--- src/rtl/cpu_clk_ctrl_pkg.sv ---
// Shared types and default constants for the CPU clock-enable sequencer and its
// button debouncer.
package cpu_clk_ctrl_pkg;

  typedef enum logic [1:0] {
    ST_RUN  = 2'd0,
    ST_STEP = 2'd1,
    ST_HALT = 2'd2
  } cpu_state_e;

  localparam int unsigned FastShiftDefault = 3;
  localparam int unsigned SlowShiftDefault = 25;
  localparam int unsigned DebCyclesDefault = 1000000;
  localparam int unsigned CntWDefault      = 32;

  // Width of a counter that must reach cycles-1.
  function automatic int unsigned deb_cnt_w(input int unsigned cycles);
    return (cycles > 1) ? $clog2(cycles) : 1;
  endfunction

endpackage

--- src/rtl/btn_debounce.sv ---
// Button conditioner: 2-flop synchroniser, stability counter and a one-cycle
// pulse on each accepted press.
module btn_debounce
  import cpu_clk_ctrl_pkg::*;
#(
  parameter int unsigned DEB_CYCLES = DebCyclesDefault
) (
  input  logic clk_i,
  input  logic rst_i,
  input  logic btn_i,
  output logic pulse_o
);

  localparam int unsigned    CntW    = deb_cnt_w(DEB_CYCLES);
  localparam logic [CntW-1:0] CntLast = CntW'(DEB_CYCLES - 1);

  logic            sync1_q, sync2_q;
  logic [CntW-1:0] cnt_q, cnt_d;
  logic            level_q, level_d;
  logic            armed_q, armed_d;
  logic            pulse_q, pulse_d;
  logic            target;

  // Until a stable release has been seen after reset, the counter hunts for
  // released samples only, so a button held through reset never fires.
  always_comb begin
    cnt_d   = cnt_q;
    level_d = level_q;
    armed_d = armed_q;
    pulse_d = 1'b0;
    target  = armed_q ? ~level_q : 1'b0;
    if (sync2_q != target) begin
      cnt_d = '0;
    end else if (cnt_q == CntLast) begin
      cnt_d = '0;
      if (armed_q) begin
        level_d = target;
        pulse_d = target;
      end else begin
        armed_d = 1'b1;
      end
    end else begin
      cnt_d = cnt_q + CntW'(1);
    end
  end

  always_ff @(posedge clk_i) begin
    if (rst_i) begin
      sync1_q <= 1'b0;
      sync2_q <= 1'b0;
      cnt_q   <= '0;
      level_q <= 1'b0;
      armed_q <= 1'b0;
      pulse_q <= 1'b0;
    end else begin
      sync1_q <= btn_i;
      sync2_q <= sync1_q;
      cnt_q   <= cnt_d;
      level_q <= level_d;
      armed_q <= armed_d;
      pulse_q <= pulse_d;
    end
  end

  assign pulse_o = pulse_q;

endmodule

--- src/rtl/cpu_clk_ctrl.sv ---
// CPU clock-enable sequencer: fast/slow free run, single-step and halt, plus the
// free-running clkdiv bus and a retired-cycle counter.
module cpu_clk_ctrl
  import cpu_clk_ctrl_pkg::*;
#(
  parameter int unsigned FAST_SHIFT = FastShiftDefault,
  parameter int unsigned SLOW_SHIFT = SlowShiftDefault,
  parameter int unsigned DEB_CYCLES = DebCyclesDefault,
  parameter int unsigned CNT_W      = CntWDefault
) (
  input  logic             clk100,
  input  logic             rst,
  input  logic             SW2,
  input  logic             step_mode,
  input  logic             step_btn,
  input  logic             halt_req,
  output logic [CNT_W-1:0] clkdiv,
  output logic             cpu_ce,
  output logic [1:0]       state,
  output logic [CNT_W-1:0] cycle_cnt
);

  localparam logic [SLOW_SHIFT-1:0] TermFast =
      SLOW_SHIFT'((64'd1 << FAST_SHIFT) - 64'd1);
  localparam logic [SLOW_SHIFT-1:0] TermSlow = '1;

  logic [CNT_W-1:0]      clkdiv_q, clkdiv_d;
  logic [CNT_W-1:0]      cycle_cnt_q, cycle_cnt_d;
  logic [SLOW_SHIFT-1:0] period_q, period_d;
  logic [SLOW_SHIFT-1:0] term;
  logic                  slow_q, slow_d;
  logic                  cpu_ce_q, cpu_ce_d;
  cpu_state_e            state_q, state_d;
  logic                  ce_req;
  logic                  enter_run;
  logic                  step_pulse;

  btn_debounce #(
    .DEB_CYCLES(DEB_CYCLES)
  ) u_step_btn (
    .clk_i  (clk100),
    .rst_i  (rst),
    .btn_i  (step_btn),
    .pulse_o(step_pulse)
  );

  assign clkdiv_d = clkdiv_q + CNT_W'(1);
  assign term     = slow_q ? TermSlow : TermFast;

  always_comb begin
    state_d   = state_q;
    period_d  = period_q;
    slow_d    = slow_q;
    ce_req    = 1'b0;
    enter_run = 1'b0;
    // halt_req outranks everything, including a pending terminal count.
    if (halt_req) begin
      state_d = ST_HALT;
    end else begin
      unique case (state_q)
        ST_RUN: begin
          if (step_mode) begin
            state_d = ST_STEP;
          end else if (period_q == term) begin
            ce_req   = 1'b1;
            period_d = '0;
            slow_d   = SW2;
          end else begin
            period_d = period_q + SLOW_SHIFT'(1);
          end
        end
        ST_STEP: begin
          if (step_pulse) begin
            ce_req = 1'b1;
          end else if (!step_mode) begin
            enter_run = 1'b1;
          end
        end
        ST_HALT: begin
          if (step_mode) begin
            state_d = ST_STEP;
          end else if (step_pulse) begin
            enter_run = 1'b1;
          end
        end
        default: state_d = ST_RUN;
      endcase
    end
    if (enter_run) begin
      state_d  = ST_RUN;
      period_d = '0;
      slow_d   = SW2;
    end
    cpu_ce_d    = ce_req & ~cpu_ce_q;
    cycle_cnt_d = cycle_cnt_q + CNT_W'(cpu_ce_d);
  end

  always_ff @(posedge clk100) begin
    if (rst) begin
      clkdiv_q    <= '0;
      cycle_cnt_q <= '0;
      period_q    <= '0;
      slow_q      <= 1'b0;
      cpu_ce_q    <= 1'b0;
      state_q     <= ST_RUN;
    end else begin
      clkdiv_q    <= clkdiv_d;
      cycle_cnt_q <= cycle_cnt_d;
      period_q    <= period_d;
      slow_q      <= slow_d;
      cpu_ce_q    <= cpu_ce_d;
      state_q     <= state_d;
    end
  end

  assign clkdiv    = clkdiv_q;
  assign cpu_ce    = cpu_ce_q;
  assign state     = state_q;
  assign cycle_cnt = cycle_cnt_q;

endmodule

--- config.mk ---
export PLATFORM = sky130hd
export DESIGN_NAME = cpu_clk_ctrl
export DESIGN_NICKNAME = d
export VERILOG_FILES = /design/src/rtl/cpu_clk_ctrl_pkg.sv /design/src/rtl/btn_debounce.sv /design/src/rtl/cpu_clk_ctrl.sv
export SDC_FILE = /design/constraint.sdc
export NUM_CORES = 1
export LEC_CHECK = 0
export ABC_AREA = 0
export ABC_CLOCK_PERIOD_IN_PS = 4200
export BUFFER_PORTS_ARGS = -buffer_cell sky130_fd_sc_hd__buf_2
export CORE_UTILIZATION = 57
export CTS_CLUSTER_DIAMETER = 50
export CTS_CLUSTER_SIZE = 30
export DETAILED_ROUTE_END_ITERATION = 7
export PLACE_DENSITY = 0.78
export SETUP_SLACK_MARGIN = 0.3
export SLEW_MARGIN = 10
export SYNTH_ARGS = -nofsm -noshare
export SYNTH_HDL_FRONTEND = slang
export SYNTH_SLANG_ARGS = --single-unit
--- constraint.sdc ---
create_clock -name clk100 -period 4.2 [get_ports clk100]
set_input_delay 0.21 -clock clk100 [delete_from_list [all_inputs] [get_ports clk100]]
set_output_delay 0.21 -clock clk100 [all_outputs]
set_load 0.02 [all_outputs]
# --- After elaboration in Yosys (flattened, before gate mapping) ---
# Index checks and enable logic that the tools add are counted.
word_totals:
  ff_bits: 118
  in_bits: 6
  word_cells: 71
op_classes:
  add_sub_neg: 4
  eq_ne: 10
  mux: 21
  bitwise: 9
  n_reduce_logical: 14
op_table:
  columns: ["cell", "n"]
  rows:
  - ["$mux 25", 2]
  - ["$add 32x1->32", 1]
  - ["$add 32x1->32 const B", 1]
  - ["$add 25x1->25 const B", 1]
  - ["$eq 25x25->1", 1]
  - ["$add 20x1->20 const B", 1]
  - ["$eq 20x20->1 const B", 1]
  - ["$mux 1", 14]
  - ["$not 1->1", 8]
  - ["$ne 2x1->1 const B", 3]
  - ["$reduce_and 2->1", 3]
  - ["$reduce_and 3->1", 2]
  - ["$reduce_or 3->1", 2]
  - ["$mux 2", 2]
  - ["$pmux 1 s2", 2]
  - ["$pmux 2 s2", 1]
  - ["$reduce_and 4->1", 1]
  - ["$reduce_bool 2->1", 2]
  - ["$reduce_or 2->1", 2]
  - ["$reduce_or 4->1", 1]
  - ["$ne 3x1->1 const B", 1]
  - ["$eq 2x1->1 const B", 1]
  - ["$eq 2x2->1 const B", 1]
  - ["$logic_not 2->1", 1]
  - ["3 further kinds", 3]

# --- Depth between registers and ports, before layout ---
# Gate-level depths: netlist (run 1).
depth:
  depth_word: 8
  depth_mapped: 15
  mapped_depth_nobuf: 13

# --- Modules after synthesis ---
# Synthesis (run 1) repeated with hierarchy kept, for this count alone.
unflattened:
  hier_cells: 619
  hier_area_um2: 5406.4
modules_own_cells:
  columns: ["module", "n_inst", "cells_each", "area_per_inst_um2", "seq_area_each_um2"]
  rows:
  - ["cpu_clk_ctrl", 1, 493, 4305.4, 1861.8]
  - ["btn_debounce", 1, 126, 1101.1, 500.5]

# --- Worst setup path before layout (run 1) ---
# Ideal clock, no wire load.
synth_path:
  kind: "reg2reg"
  startpoint: "register state_q[0] (netlist: state[0])"
  endpoint: "register cycle_cnt_q[28] (netlist: cycle_cnt[28])"
  arrival_ns: 3.307
  required_time_ns: 4.072
  path_slack_ns: 0.765
  stages_incl_launch_ff: 16
  path_buffers: 2
  synth_period_minus_slack_ns: 3.435
  path_cell_list: "dfxtp_1 > inv_1 > ha_1 > or3b_2 > clkbuf_1 > a221oi_1 > a31oi_1 > nor2_1 > ha_1 > ha_1 > nand2_1 > or4_1 > clkbuf_1 > nor4_1 > xnor2_1 > nor2_1"
synth_via:
  elab_chain_len: 5
synth_lines:
  columns: ["item", "line", "text"]
  rows:
  - ["from (decl)", "cpu_clk_ctrl.sv:33", "cpu_state_e state_q, state_d;"]
  - ["from (signal assigned)", "cpu_clk_ctrl.sv:112", "state_q <= state_d;"]
  - ["$eq 2x1->1 / $logic_not 2->1 (equally long branches)", "cpu_clk_ctrl.sv:60", "unique case (state_q)"]
  - ["$pmux 1 s2 *", "cpu_clk_ctrl.sv:60", null]
  - ["$mux 1 *", "cpu_clk_ctrl.sv:57", "if (halt_req) begin"]
  - ["$and 1x1->1 *", "cpu_clk_ctrl.sv:94", "cpu_ce_d = ce_req & ~cpu_ce_q;"]
  - ["net cpu_ce_d", "cpu_clk_ctrl.sv:32", "logic cpu_ce_q, cpu_ce_d;"]
  - ["$add 32x1->32 *", "cpu_clk_ctrl.sv:95", "cycle_cnt_d = cycle_cnt_q + CNT_W'(cpu_ce_d);"]
  - ["to (signal assigned)", "cpu_clk_ctrl.sv:108", "cycle_cnt_q <= cycle_cnt_d;"]
  - ["to (decl)", "cpu_clk_ctrl.sv:28", "logic [CNT_W-1:0] cycle_cnt_q, cycle_cnt_d;"]
# Mark *: on every way through the listed nets, which the timed path passes. The rest lies on a longest branch.
# A chain may end at the register's enable or synchronous reset.

# --- Worst setup path in the final report (run 1) ---
layout_path:
  startpoint: "register period_q[19]"
  endpoint: "register cycle_cnt_q[16] (netlist: cycle_cnt[16])"
layout_via:
  elab_chain_len: 7
layout_lines:
  columns: ["item", "line", "text"]
  rows:
  - ["from (decl)", "cpu_clk_ctrl.sv:29", "logic [SLOW_SHIFT-1:0] period_q, period_d;"]
  - ["from (signal assigned)", "cpu_clk_ctrl.sv:109", "period_q <= period_d;"]
  - ["$eq 25x25->1", "cpu_clk_ctrl.sv:64", "end else if (period_q == term) begin"]
  - ["$mux 1", "cpu_clk_ctrl.sv:64", null]
  - ["$mux 1", "cpu_clk_ctrl.sv:62", "if (step_mode) begin"]
  - ["$pmux 1 s2", "cpu_clk_ctrl.sv:60", null]
  - ["$mux 1", "cpu_clk_ctrl.sv:57", null]
  - ["$and 1x1->1", "cpu_clk_ctrl.sv:94", null]
  - ["net cpu_ce_d", "cpu_clk_ctrl.sv:32", null]
  - ["$add 32x1->32", "cpu_clk_ctrl.sv:95", null]
# The timed path passes the listed nets, and every way through them passes these cells.

==> flow_summary_export.csv, run 1 <==
group,metric,value,unit
synth,synth-edff-count,0,
final_layout,regArea,0.002362,sq mm
power_and_ir_drop,p_leak,2.464,nW
worst_setup_path,crit_type,"reg2reg",
global_route,antenna_found_initial,0,
place,port_buffers,72,
detailed_routing,routed.top_layer,"met4",
timing,hold_viol_final,0,
global_route,grt_pass1_wl,20130,um
worst_setup_path,crit_fanout,13,
worst_setup_path,path_buf_inv,0,
worst_setup_path,end_kind,"flip-flop",
final_layout,syn2layout_area_growth,20.36,%
synth,syn_inst,609,
synth,async_flop_share,0,
clock_network,cts-htree-levels,4,
status,status,"finished clean",
floorplanning,die_y,98.25,um
synth,synth_top_area_share,0.4474,
final_layout,multiInputGateArea,0.002809,sq mm
timing,max-slew-margin-rel,0.4099,
power_and_ir_drop,ir_drop,0.2967,mV
detailed_routing,postRouteAntennaNets,0,
timing,finClkSkew,0.01123,ns
timing,setup_tns,0,ns
timing,fmax,272.8,MHz
place,gp_congestion,0.8597,
flow_run,drv_cap,0,
clock_network,clock-sinks,118,
worst_hold_path,hold_class,"in2reg",
detailed_routing,drt-met1-wl,5362,um
floorplanning,core_area,0.008848,sq mm
worst_setup_path,startpoint_type,"flip-flop",
global_route,first_global_vias,4407,
worst_setup_path,max_stage_delay,0.64,ns
synth,netlist_top_cells_count,"dfxtp_1, nor2_1, xor2_1",
worst_setup_path,cpLargestDelayFamily,"simple AND/OR/NAND/NOR gates",
clock_network,cts_buffer_depth,2,
synth,synthFlopType,"dfxtp_1",
floorplanning,die_w,98.25,um
worst_setup_path,crit_top_cell,"ha_1",
clock_network,post_cts_buffers,0,
synth,synthTopCellsByArea,"dfxtp_1, xor2_1, nor2_1, xnor2_1, nand4_1",
worst_setup_path,slowest_stage,"or4_1",
final_layout,fillers,688,
global_route,grtUsageTotal,0.2574,
final_layout,utilization,0.7182,
clock_network,clkTransAtPathRegs,0.06,ns
detailed_routing,drtIter0Drc,197,
timing,min_period_over_period,0.8727,
floorplanning,initial_core_util,0.5967,
synth,synth_warnings,0,
synth,ys_types,42,
timing,setup_viol,0,
worst_setup_path,worstPathArrival,4.10,ns
floorplanning,num_rows,34,
detailed_routing,drc_errors,0,
detailed_routing,wl_met2,5528,um
synth,avgSynthCellArea,8.670,sq um
detailed_routing,met3WireLength,530,um
synth,ys_seq_elements,118,
final_layout,diodes,0,
worst_setup_path,required,4.63,ns
detailed_routing,wirelength,11640,um
detailed_routing,avgViaCountPerCell,5.690,
synth,synth.most_common_cell,"dfxtp_1",
global_route,grt-ovfl-total,0,
timing,hold_slack,0.1121,ns
floorplanning,die-area,0.009652,sq mm
timing,slew_violations,0,
clock_network,cts_tree,"done",
timing,period_needed,3.665,ns
synth,synth_area,0.005280,sq mm
final_layout,nNetsFinal,700,
clock_network,clock_latency,0.51,ns
timing,grt_setup_unrepaired,"false",
detailed_routing,vias,4586,
floorplanning,io-pin-count,73,
place,dpl.hpwl,7675,um
detailed_routing,drt_pass1_iterations,6,
clock_network,root_buffer,"clkbuf_8",
timing,worst_slew_pin_slew,0.8778,ns
global_route,grt_max_degree,74,
worst_setup_path,crit_chain,"nand4_1 > or4_1 > a221oi_4 > a31oi_1 > nor2_1 > ha_1 > ha_1 > nand2_1 > or4_4 > or3_2 > a21oi_1",
synth,synth_nets,623,
final_layout,drive_gt1_frac,0.1691,
clock_network,cts_made_buffers,17,
detailed_routing,wl_per_cell,14.44,um
power_and_ir_drop,power.density,407.7,mW/mm^2
synth,synth_sequential_area_ratio,0.4474,
synth,synth_top_cell_by_area,"dfxtp_1",
==> kinds of logic after synthesis <==
kind of cell	after synthesis	synth area share
buffers and inverters	34	0.02464
xor gates and xnor gates	94	0.1559
adders and majority gates	8	0.01896
AOI/OAI and AO/OA	28	0.03081
DFF	118	0.4474
muxes	2	0.003792
and+or+nand+nor	325	0.3185
==> cell usage in the layout (no fill, tap or decap), types with 10 or more instances in the layout <==
cell type  netlist  layout
a21oi_1         12      12
and3_1          16      16
and4_1          10      10
buf_2            2      72
clkbuf_16        0      16
dfxtp_1        118     118
inv_1           14      14
nand2_1         38      38
nand3_1         35      35
nand4_1         32      32
nor2_1         111     111
nor3_1          19      19
nor4_1          17      17
xnor2_1         45      45
xor2_1          49      49
==> area by class of cell <==
class	instances	share of cell area
multi-input cells	457	0.4420
flip-flops and latches	118	0.3717
clock buffers	20	0.07167
repair buffers	78	0.06537
well taps	108	0.02126
clock inverters	11	0.01969
inverters	14	0.008269
==> state kept, by name, summed over array words and instances, names as in the netlist, 2 cells and up <==
signal and cells:
state 2, u_step_btn.cnt_q 20, cycle_cnt 32, period_q 25
clkdiv 32
==> where the power goes <==
part           switching (mW)  internal [mW]
Sequential            0.00709           1.13
Clock                   0.510          0.888
Combinational          0.0388         0.0187
==> through the flow <==
stage / instances / setup WS [ns] / instance area [sq um] / power (mW)
after floorplan: 609 / 0.7651 / 5280 / 1.197
after global placement: 771 / 0.5195 / 5713 / 1.210
after detailed placement: 771 / 0.3626 / 5713 / 1.212
after CTS: 806 / 0.4585 / 6337 / 2.608
after global routing: 806 / 0.3108 / 6355 / 2.677
final: 806 / 0.5347 / 6355 / 2.591
==> metal layers <==
layer / global-route usage / up-vias
met5: 0 / -
met2: 0.4057 / 111
met1: 0.3238 / 2182
met4: 0.1274 / 0
li1: - / 2267
met3: 0.07301 / 26
==> worst reg2reg max path, cell delays in order, from the launching register on <==
cell	delay [ns]
dfxtp_1	0.42
nand4_1	0.19
or4_1	0.64
a221oi_4	0.34
a31oi_1	0.10
nor2_1	0.16
ha_1	0.22
ha_1	0.24
nand2_1	0.11
or4_4	0.59
or3_2	0.43
a21oi_1	0.15
==> worst paths after layout <==
check                                 from                            end  slack [ns]  cells after the start
max              period_q[19]$_SDFFE_PP0P_       cycle_cnt[16]$_SDFF_PP0_        0.53                     11
min                              step_mode       period_q[1]$_SDFFE_PP0P_        0.11                      4
max reg2reg      period_q[19]$_SDFFE_PP0P_       cycle_cnt[16]$_SDFF_PP0_        0.53                     11
min reg2reg  u_step_btn.sync1_q$_SDFF_PP0_  u_step_btn.sync2_q$_SDFF_PP0_        0.46                      1
==> repair_timing <==
| item | in CTS | in global routing |
|---|---|---|
| resized for setup | 1 | 2 |
| hold endpoints to repair | 4 | 0 |
| pin swaps | 0 | 0 |
| hold buffers | 4 | 0 |
| endpoints found under the setup margin | 2 | 14 |
Power figures use the tool's default switching activity.
==> run 2: changes to the inputs <==
- PLACE_DENSITY: 0.78 -> 0.79
==> flow_summary_export.csv, run 2 (synthesized netlist as in run 1, its figures left out) <==
group,metric,value,unit
floorplanning,num_rows,34,
timing,hold_slack,0.04899,ns
timing,max-slew-margin-rel,0.5101,
detailed_routing,wl_per_cell,14.27,um
detailed_routing,drt_pass1_iterations,6,
global_route,first_global_vias,4252,
floorplanning,core_area,0.008848,sq mm
timing,setup_viol,0,
final_layout,fillers,682,
worst_setup_path,worstPathArrival,4.01,ns
final_layout,layout_commonest_cell,"dfxtp_1",
clock_network,clock-sinks,118,
global_route,grtUsageTotal,0.2482,
final_layout,nNetsFinal,700,
worst_setup_path,crit_chain,"nand4_1 > or4_1 > a221oi_2 > a31oi_1 > nor2_1 > ha_1 > ha_1 > nand2_1 > or4_4 > nor4_1 > xnor2_1 > nor2_1",
worst_setup_path,r2r_end,"cycle_cnt[28]$_SDFF_PP0_",
worst_setup_path,end_kind,"flip-flop",
final_layout,diodes,0,
timing,period_needed,3.652,ns
global_route,grt-ovfl-total,0,
global_route,antenna_found_initial,0,
worst_hold_path,hold_class,"in2reg",
timing,hold_viol_final,0,
timing,fmax,273.8,MHz
floorplanning,die_w,98.25,um
clock_network,root_buffer,"clkbuf_8",
final_layout,drive_gt1_frac,0.1664,
place,dpl.hpwl,7679,um
place,placed_area,0.005720,sq mm
detailed_routing,avgViaCountPerCell,5.677,
worst_setup_path,r2r_cells,12,
worst_setup_path,required,4.56,ns
timing,finClkSkew,0.008538,ns
timing,min_period_over_period,0.8696,
worst_setup_path,path_buf_inv,0,
clock_network,clock_latency,0.51,ns
worst_setup_path,crit_fanout,13,
timing,grt_setup_unrepaired,"false",
place,port_buffers,72,
floorplanning,die-area,0.009652,sq mm
power_and_ir_drop,ir_drop,0.2715,mV
flow_run,drv_cap,0,
final_layout,layout_common_cells,"dfxtp_1, nor2_1, buf_2, xor2_1, xnor2_1",
worst_setup_path,crit_end,"cycle_cnt[28]$_SDFF_PP0_",
worst_setup_path,r2r-start,"period_q[19]$_SDFFE_PP0P_",
worst_setup_path,startpoint_type,"flip-flop",
floorplanning,die_y,98.25,um
clock_network,cts_buffer_depth,2,
detailed_routing,wirelength,11480,um
power_and_ir_drop,p_total,2.598,mW
timing,setup_tns,0,ns
detailed_routing,vias,4570,
power_and_ir_drop,p_leak,2.455,nW
timing,worst_slew_pin_slew,0.7348,ns
worst_setup_path,startpoint,"period_q[19]$_SDFFE_PP0P_",
clock_network,cts_tree,"done",
final_layout,final_area,0.006337,sq mm
detailed_routing,drc_errors,0,
final_layout,syn2layout_area_growth,20.02,%
global_route,grt_pass1_wl,19560,um
power_and_ir_drop,power.density,409.9,mW/mm^2
global_route,grt_max_degree,74,
worst_setup_path,cp.depth,12,
clock_network,cts-htree-levels,4,
timing,slew_violations,0,
clock_network,clkTransAtPathRegs,0.05,ns
place,gp_congestion,0.8394,
worst_setup_path,crit_type,"reg2reg",
worst_setup_path,ff2ff_setup_slack,0.55,ns
worst_setup_path,max_stage_delay,0.61,ns
worst_setup_path,cpLargestDelayFamily,"simple AND/OR/NAND/NOR gates",
floorplanning,initial_core_util,0.5967,
clock_network,post_cts_buffers,0,
clock_network,cts_made_buffers,17,
floorplanning,io-pin-count,73,
worst_setup_path,slowest_stage,"or4_1",
detailed_routing,drtIter0Drc,210,
timing,finalWorstSetupSlack,0.5476,ns
status,status,"finished clean",
detailed_routing,postRouteAntennaNets,0,
place,pre_cts_slack,0.3902,ns
-- run 2: cell count changes in the layout (fill, tap and decap cells not counted) --
cell,previous run,this run
inv_6,1,0
bufinv_16,2,3
clkinv_4,3,0
clkbuf_8,4,3
clkinvlp_4,2,3
buf_4,2,3
a221oi_4,1,0
clkbuf_1,0,2
dlygate4sd3_1,4,3
a221oi_2,0,1
-- run 2: area by class of cell --
cell class,count,area (sq um),area share
multi-input combinational,457,2798,0.4415
clock inverter,9,127.6,0.02014
tap,108,135.1,0.02132
clock buffer,21,449.2,0.07088
sequential,118,2362,0.3728
timing repair buffer,78,412.9,0.06515
inverter,14,52.55,0.008292
-- run 2: repair_timing --
action / 4_1_cts / 5_1_grt
hold buffers: 3 / 0
setup endpoints to repair: 0 / 12
gates resized for setup: 0 / 2
endpoints found under the hold margin: 4 / 0
-- run 2: per-layer routing --
| layer | track usage | part of all wire |
|---|---|---|
| met2 | 0.3965 | 0.47 |
| met5 | 0 | 0 |
| met3 | 0.06657 | 0.053 |
| met1 | 0.3200 | 0.46 |
| met4 | 0.09759 | 0.017 |
-- run 2: worst min-delay path by stage --
stage	from	endpoint	slack, ns	cells after the start
global placement	u_step_btn.sync1_q$_SDFF_PP0_	u_step_btn.sync2_q$_SDFF_PP0_	0.42	1
CTS	step_mode	state[0]$_SDFFE_PP0P_	0.03	3
finish	step_mode	state[0]$_SDFFE_PP0P_	0.05	3
detailed placement	u_step_btn.sync1_q$_SDFF_PP0_	u_step_btn.sync2_q$_SDFF_PP0_	0.43	1
floorplan	halt_req	state[0]$_SDFFE_PP0P_	0.29	1
global route	step_mode	state[0]$_SDFFE_PP0P_	0.08	3
-- run 2: through the flow --
step	util	instances
6_report	0.7162	805
5_1_grt	0.7162	805
4_1_cts	0.7151	805
3_5_place_dp	0.6465	772
3_3_place_gp	0.6465	772
2_1_floorplan	-	609
-- run 2: power breakdown --
part	switching [mW]	leakage, nW	internal [mW]
Combinational	0.0390	1.23	0.0180
Clock	0.482	0.276	0.924
Sequential	0.00699	0.952	1.13
-- run 2: worst reg2reg max path, cell delays in order, from the launching register on --
cell and delay, ns:
dfxtp_1 0.42, nand4_1 0.18, or4_1 0.61, a221oi_2 0.36, a31oi_1 0.10, nor2_1 0.16, ha_1 0.22, ha_1 0.24
nand2_1 0.10, or4_4 0.58, nor4_1 0.31, xnor2_1 0.16, nor2_1 0.05
